--- config.mk ---
export PLATFORM = sky130hd
export DESIGN_NAME = ttt_token_accumulator
export DESIGN_NICKNAME = d
export VERILOG_FILES = /design/src/rtl/ttt_token_accumulator.sv
export SDC_FILE = /design/constraint.sdc
export NUM_CORES = 1
export LEC_CHECK = 0
export BUFFER_PORTS_ARGS = -buffer_cell sky130_fd_sc_hd__buf_2
export CAP_MARGIN = 20
export CORE_MARGIN = 2
export CORE_UTILIZATION = 40
export CTS_CLUSTER_DIAMETER = 30
export CTS_CLUSTER_SIZE = 20
export DETAILED_ROUTE_END_ITERATION = 6
export PLACE_DENSITY = 0.57
export SYNTH_ARGS = -nofsm -noshare
export SYNTH_HDL_FRONTEND = slang
export SYNTH_SLANG_ARGS = --single-unit
export TNS_END_PERCENT = 5
--- constraint.sdc ---
create_clock -name clk -period 7.8 [get_ports clk]
set_input_delay 1.56 -clock clk [delete_from_list [all_inputs] [get_ports clk]]
set_output_delay 1.56 -clock clk [all_outputs]
set_load 0.02 [all_outputs]
--- src/rtl/ttt_token_accumulator.sv ---
// ---------------------------------------------------------------------------
// ttt_token_accumulator
//
// Purpose: keeps saturating good/bad token counters for each processor. A
// processor is "running" while good >= GOOD_THRESHOLD and bad < BAD_THRESHOLD.
// Every change of a running bit pushes a start (2'b01) or stop (2'b10) event
// into a small FIFO. A clear request scans every processor, emits a stop
// event for each one that is running, and zeroes its counters.
//
// Ports:
//   clk, reset                       clock, asynchronous active-high reset
//   valid_in, target_id              token update request and addressed processor
//   new_good_tokens, new_bad_tokens  signed counter deltas
//   ready_out                        update is accepted this cycle when high
//   clear_in                         single-cycle request to stop and zero all
//   valid_out, event_ready           event handshake, head leaves when both high
//   source_id, token_startstop       head event payload (zero when FIFO empty)
//   busy                             high while the clear scan runs
//   drop_count                       (TTT_ACC_DROP_COUNT_EN only) saturating
//                                    count of cycles with valid_in && !ready_out
//
// Optional feature macro: TTT_ACC_DROP_COUNT_EN
// ---------------------------------------------------------------------------
module ttt_token_accumulator #(
  parameter int unsigned NUM_PROCESSORS  = 10,
  parameter int unsigned NEW_TOKENS_BITS = 4,
  parameter int unsigned TOKEN_BITS      = 8,
  parameter int unsigned GOOD_THRESHOLD  = 4,
  parameter int unsigned BAD_THRESHOLD   = 1,
  parameter int unsigned FIFO_DEPTH      = 4
) (
  input  logic                              clk,
  input  logic                              reset,
  input  logic                              valid_in,
  input  logic [$clog2(NUM_PROCESSORS)-1:0] target_id,
  input  logic [NEW_TOKENS_BITS-1:0]        new_good_tokens,
  input  logic [NEW_TOKENS_BITS-1:0]        new_bad_tokens,
  output logic                              ready_out,
  input  logic                              clear_in,
  output logic                              valid_out,
  input  logic                              event_ready,
  output logic [$clog2(NUM_PROCESSORS)-1:0] source_id,
  output logic [1:0]                        token_startstop,
  output logic                              busy
`ifdef TTT_ACC_DROP_COUNT_EN
  ,
  output logic [7:0]                        drop_count
`endif
);

  localparam int unsigned ID_W  = $clog2(NUM_PROCESSORS);
  localparam int unsigned AW    = $clog2(FIFO_DEPTH);
  localparam int unsigned EV_W  = ID_W + 2;
  localparam int unsigned SUM_W =
    ((TOKEN_BITS > NEW_TOKENS_BITS) ? TOKEN_BITS : NEW_TOKENS_BITS) + 2;

  localparam logic [TOKEN_BITS-1:0] CNT_MAX = '1;
  localparam logic [TOKEN_BITS-1:0] GOOD_TH = TOKEN_BITS'(GOOD_THRESHOLD);
  localparam logic [TOKEN_BITS-1:0] BAD_TH  = TOKEN_BITS'(BAD_THRESHOLD);
  localparam logic [1:0]            EV_START = 2'b01;
  localparam logic [1:0]            EV_STOP  = 2'b10;

  typedef enum logic {
    S_IDLE  = 1'b0,
    S_CLEAR = 1'b1
  } state_t;

  // Counter plus sign-extended delta, clamped to [0, CNT_MAX].
  function automatic logic [TOKEN_BITS-1:0] sat_add(
    input logic        [TOKEN_BITS-1:0]      cnt,
    input logic signed [NEW_TOKENS_BITS-1:0] delta
  );
    logic [SUM_W-1:0] sum;
    sum = SUM_W'(cnt) + SUM_W'(delta);
    if (sum[SUM_W-1]) begin
      sat_add = '0;
    end else if (|sum[SUM_W-2:TOKEN_BITS]) begin
      sat_add = CNT_MAX;
    end else begin
      sat_add = sum[TOKEN_BITS-1:0];
    end
  endfunction

  state_t                  state_q, state_d;
  logic [ID_W-1:0]         idx_q, idx_d;
  logic [TOKEN_BITS-1:0]   good_q [NUM_PROCESSORS];
  logic [TOKEN_BITS-1:0]   bad_q  [NUM_PROCESSORS];
  logic                    run_q  [NUM_PROCESSORS];

  logic [EV_W-1:0]         mem_q [FIFO_DEPTH];
  logic [AW:0]             wr_ptr_q, rd_ptr_q;
  logic                    fifo_full, fifo_empty;
  logic                    deq;

  logic                    upd_en;
  logic [ID_W-1:0]         upd_id;
  logic [TOKEN_BITS-1:0]   upd_good, upd_bad;
  logic                    upd_run;
  logic                    enq;
  logic [EV_W-1:0]         enq_data;

  // Extra pointer MSB separates full from empty when the indices match.
  assign fifo_empty = (wr_ptr_q == rd_ptr_q);
  assign fifo_full  = (wr_ptr_q[AW] != rd_ptr_q[AW]) &&
                      (wr_ptr_q[AW-1:0] == rd_ptr_q[AW-1:0]);
  assign deq        = !fifo_empty && event_ready;

  // A clear request in IDLE takes priority, so the update is refused that cycle.
  assign ready_out       = (state_q == S_IDLE) && !fifo_full && !clear_in;
  assign valid_out       = !fifo_empty;
  assign busy            = (state_q == S_CLEAR);
  assign source_id       = fifo_empty ? '0 : mem_q[rd_ptr_q[AW-1:0]][EV_W-1:2];
  assign token_startstop = fifo_empty ? 2'b00 : mem_q[rd_ptr_q[AW-1:0]][1:0];

  // Next-state, counter update and event generation.
  always_comb begin
    logic [TOKEN_BITS-1:0] g_new;
    logic [TOKEN_BITS-1:0] b_new;
    logic                  r_new;

    state_d  = state_q;
    idx_d    = idx_q;
    upd_en   = 1'b0;
    upd_id   = '0;
    upd_good = '0;
    upd_bad  = '0;
    upd_run  = 1'b0;
    enq      = 1'b0;
    enq_data = '0;
    g_new    = '0;
    b_new    = '0;
    r_new    = 1'b0;

    unique case (state_q)
      S_IDLE: begin
        if (clear_in) begin
          state_d = S_CLEAR;
          idx_d   = '0;
        end else if (valid_in && !fifo_full) begin
          // Out-of-range ids are consumed without touching any state.
          if (32'(target_id) < NUM_PROCESSORS) begin
            g_new    = sat_add(good_q[target_id], new_good_tokens);
            b_new    = sat_add(bad_q[target_id], new_bad_tokens);
            r_new    = (g_new >= GOOD_TH) && (b_new < BAD_TH);
            upd_en   = 1'b1;
            upd_id   = target_id;
            upd_good = g_new;
            upd_bad  = b_new;
            upd_run  = r_new;
            if (r_new != run_q[target_id]) begin
              enq      = 1'b1;
              enq_data = {target_id, (r_new ? EV_START : EV_STOP)};
            end
          end
        end
      end
      S_CLEAR: begin
        // One processor per cycle; stall while the FIFO cannot take a stop event.
        if (!fifo_full) begin
          upd_en = 1'b1;
          upd_id = idx_q;
          if (run_q[idx_q]) begin
            enq      = 1'b1;
            enq_data = {idx_q, EV_STOP};
          end
          if (32'(idx_q) == NUM_PROCESSORS - 1) begin
            state_d = S_IDLE;
            idx_d   = '0;
          end else begin
            idx_d = idx_q + ID_W'(1);
          end
        end
      end
      default: state_d = S_IDLE;
    endcase
  end

  // State, counters and FIFO pointers.
  always_ff @(posedge clk or posedge reset) begin
    if (reset) begin
      state_q  <= S_IDLE;
      idx_q    <= '0;
      wr_ptr_q <= '0;
      rd_ptr_q <= '0;
      for (int i = 0; i < int'(NUM_PROCESSORS); i++) begin
        good_q[i] <= '0;
        bad_q[i]  <= '0;
        run_q[i]  <= 1'b0;
      end
    end else begin
      state_q <= state_d;
      idx_q   <= idx_d;
      if (upd_en) begin
        good_q[upd_id] <= upd_good;
        bad_q[upd_id]  <= upd_bad;
        run_q[upd_id]  <= upd_run;
      end
      if (enq) wr_ptr_q <= wr_ptr_q + (AW+1)'(1);
      if (deq) rd_ptr_q <= rd_ptr_q + (AW+1)'(1);
    end
  end

  // Event storage; contents are only visible while the FIFO is non-empty.
  always_ff @(posedge clk) begin
    if (enq) mem_q[wr_ptr_q[AW-1:0]] <= enq_data;
  end

`ifdef TTT_ACC_DROP_COUNT_EN
  logic [7:0] drop_q;

  // Saturating count of refused update cycles.
  always_ff @(posedge clk or posedge reset) begin
    if (reset) begin
      drop_q <= '0;
    end else if (valid_in && !ready_out && (drop_q != 8'hFF)) begin
      drop_q <= drop_q + 8'd1;
    end
  end

  assign drop_count = drop_q;
`endif

endmodule

==> results_dict.tcl <==
set metrics [dict create \
    cp-end-kind "flop" \
    diodes 0 \
    synth_nets 892 \
    p_sw_share_pct 27.9 \
    power.leakage_nw 5.88 \
    final.min_clock_period_ns 6.26 \
    p_sw_mw 1.23 \
    yosysSeqAreaShare_pct 49.6 \
    drt_pass1_iterations 5 \
    stdcell_area_sq_um 13000 \
    maxSlewHeadroom_pct 39.0 \
    cp_slowest_cell "buf_2" \
    wl_mm 25.6 \
    reg2reg_from "good_q[48]" \
    preCtsSetupSlack_ns 1.00 \
    startpoint_type "input pin" \
    die_w_um 167 \
    drc 0 \
    finalPower_mw 4.40 \
    status "complete, no violations" \
    grtUsageTotal_pct 18.8 \
    synth_cell_types 59 \
    clockBufferDepth 3 \
    synth_edf_count 24 \
    vdd_drop_max_mv 0.233 \
    post-route-util_pct 50.0 \
    drive_gt1_share_pct 32.0 \
    hold_viol 0 \
    cts_tree "done" \
    max_cap_violations 0 \
    crit_start "target_id[1]" \
    routed_via_density 5.48 \
    postRouteAntennaNets 0 \
    pwr-share-comb_pct 18.9 \
    htree_levels 2 \
    syn_inst 846 \
    final_cells 1277 \
    setup_viol 0 \
    criticalPathCategory "input pin to flop" \
    dp_cells 1182 \
    numCtsBuffers 50 \
    yosysWarnings 0 \
    clock_skew_ns 0.0199 \
    insertion_delay_ns 0.54 \
    ys_async_sr_fraction_pct 88.3 \
    grt-ovfl-total 0 \
    die_area_sq_um 27800 \
    tns_ns 0 \
    seqPwrFrac_pct 28.9 \
    holdCritStartpoint "bad_q[68]" \
    cts.sinks 205 \
    postCtsHoldBufs 0 \
    syn_avg_cell_area_sq_um 12.5 \
    antenna_found_initial 0 \
    rsz0062_at_grt "no" \
    fmax_ghz 0.160 \
    cellPowerDensity_nw_per_um2 338 \
    fin_nets 946 \
    fill_cells 2242 \
    path_cells "buf_2, buf_4, mux4_2, mux2i_1, o22ai_1, fa_1, a211oi_1, o21bai_1, o21a_1, a211oi_1, a41oi_1, or3_1, ha_1, nor2_1, nor2_1, nor2b_1" \
    grt_max_degree 63 \
    cts_root_buf "clkbuf_16" \
    first_iter_violations 415 \
    clockPowerShare_pct 52.2 \
    slew_violations 0 \
    crit_arrival_ns 6.42 \
    fin_ws_ns 1.54 \
    worst_slew_pin_slew_ns 0.915 \
    grt_pass1_wl_mm 41.5 \
    cts.repair.resized 0 \
    wire_per_inst_um 20.0 \
    synth_seq_cells 205 \
    portBuffers 25 \
    path_clk_slew_ns 0.04 \
    synth-main-ff-cell "dfrtp_1" \
    io_pins 26 \
    worstPathRequired_ns 7.96 \
    hold_path_class "flop to flop" \
    placed_area_sq_um 11100 \
    critPathMaxFanout 32 \
    die_h_um 167 \
    first_global_vias 7313 \
    core_area_sq_um 26100 \
    routabilityCongestion 0.822 \
    num_rows 59 \
    finalCritPeriodShare_pct 80.3 \
    internal_power_mw 3.18 \
    whs_ns 0.474 \
    vias 6999 \
    mappedNetlistArea_sq_um 10600 \
    area_growth_pct 22.9 \
    slowest_delay_ns 0.69 \
    post-cts-setup-buffers 0 \
    dpl.hpwl_mm 15.8 \
    initial_utilization_pct 40.6 \
]
## per-layer routing
metal / vias to the layer above / global-route usage [%] / wire length (um)
li1: 3273 / - / -
met1: 3543 / 26.4 / 12100
met2: 143 / 29.9 / 12100
met3: 40 / 3.37 / 886
met4: 0 / 5.85 / 468
met5: - / 0 / 0
## final timing paths
path                       cells past startpoint  slack [ns]     endpoint
max                                           16        1.54  mem_q[0][1]
max in group asynchronous                      3        5.45     idx_q[2]
min                                            2        0.47    bad_q[68]
min in group asynchronous                      2        1.08    bad_q[67]
min reg2reg                                    2        0.47    bad_q[68]
max reg2reg                                   15        2.88  mem_q[0][1]
## cells in the mapped netlist (3+ instances only)
cell type | n | area [sq um]
nand2_1 | 89 | 334
xnor2_1 | 14 | 123
and3_1 | 3 | 18.8
o41ai_2 | 10 | 163
a21oi_1 | 18 | 90.1
a211oi_1 | 8 | 60.1
nand2b_1 | 4 | 25.0
o21ai_0 | 79 | 395
nor3_1 | 6 | 30.0
nor2_1 | 15 | 56.3
xor2_1 | 7 | 61.3
ha_1 | 27 | 338
edfxtp_1 | 24 | 721
o311ai_1 | 5 | 43.8
mux2_2 | 94 | 1060
nand3_1 | 8 | 40.0
mux2i_1 | 40 | 400
dfrtp_1 | 181 | 4530
o21bai_1 | 3 | 22.5
buf_1 | 4 | 15.0
nor2b_1 | 4 | 25.0
a21o_1 | 7 | 52.6
inv_1 | 21 | 78.8
clkbuf_1 | 39 | 146
o21a_1 | 4 | 30.0
mux4_2 | 42 | 946
and2_1 | 11 | 68.8
a22o_1 | 7 | 61.3
buf_2 | 3 | 15.0
o22a_1 | 3 | 26.3
or3_1 | 6 | 37.5
o22ai_1 | 15 | 93.8
a2bb2oi_2 | 6 | 90.1
buf_6 | 4 | 45.0
## power groups by stage
stage,sequential [mW],clock (mW),combinational (mW)
6_report,1.27,2.30,0.833
5_1_grt,1.29,2.40,0.915
4_1_cts,1.27,2.34,0.843
3_5_place_dp,1.29,0,0.841
3_3_place_gp,1.29,0,0.836
2_1_floorplan,1.22,0,0.649
## registers in the layout, indices dropped and copies added (netlist names)
name,flops
wr_ptr_q,3
idx_q,4
rd_ptr_q,3
run_q,10
busy,1
bad_q,80
mem_q,24
good_q,80
## critical path, delay by kind of cell
family	cells	cell delay, ns
buffers and inverters	2	0.96
adders and majority gates	2	0.83
muxes	2	0.44
and+or+nand+nor	4	1.31
AOI/OAI and AO/OA	6	1.28
## cell usage in the layout, fill, tap and decap left out, types with 11 or more instances in the layout
cell,Yosys,layout
bufinv_16,0,13
nor2_1,15,15
o22ai_1,15,15
xnor2_1,14,14
inv_1,21,20
buf_4,1,26
mux4_2,42,42
ha_1,27,27
and2_1,11,11
clkbuf_16,0,53
mux2i_1,40,40
o21ai_0,79,79
nand2_1,89,89
dfrtp_1,181,181
buf_2,3,26
mux2_2,94,94
a21oi_1,18,18
edfxtp_1,24,24
## layout make-up
class                   instances  area, sq um  share of cell area, %
clock inverters                33          499                   3.84
clock buffers                  61         1390                   10.6
multi-input cells             568         5030                   38.6
inverters                      22         87.6                  0.673
repair buffers                 53          345                   2.65
flip-flops and latches        205         5250                   40.3
well taps                     335          419                   3.22
## cells by family (layout without fill, tap and decap cells)
family / count (synthesis) / after routing / share of synthesized area (%)
compound gates: 182 / 182 / 12.1
buf+inv: 73 / 169 / 2.94
flops: 205 / 205 / 49.6
simple gates: 158 / 158 / 7.10
fa+ha+maj: 29 / 29 / 3.57
xor+xnor: 23 / 23 / 2.04
mux: 176 / 176 / 22.7
Note: power is estimated with default switching activity, not from simulation.
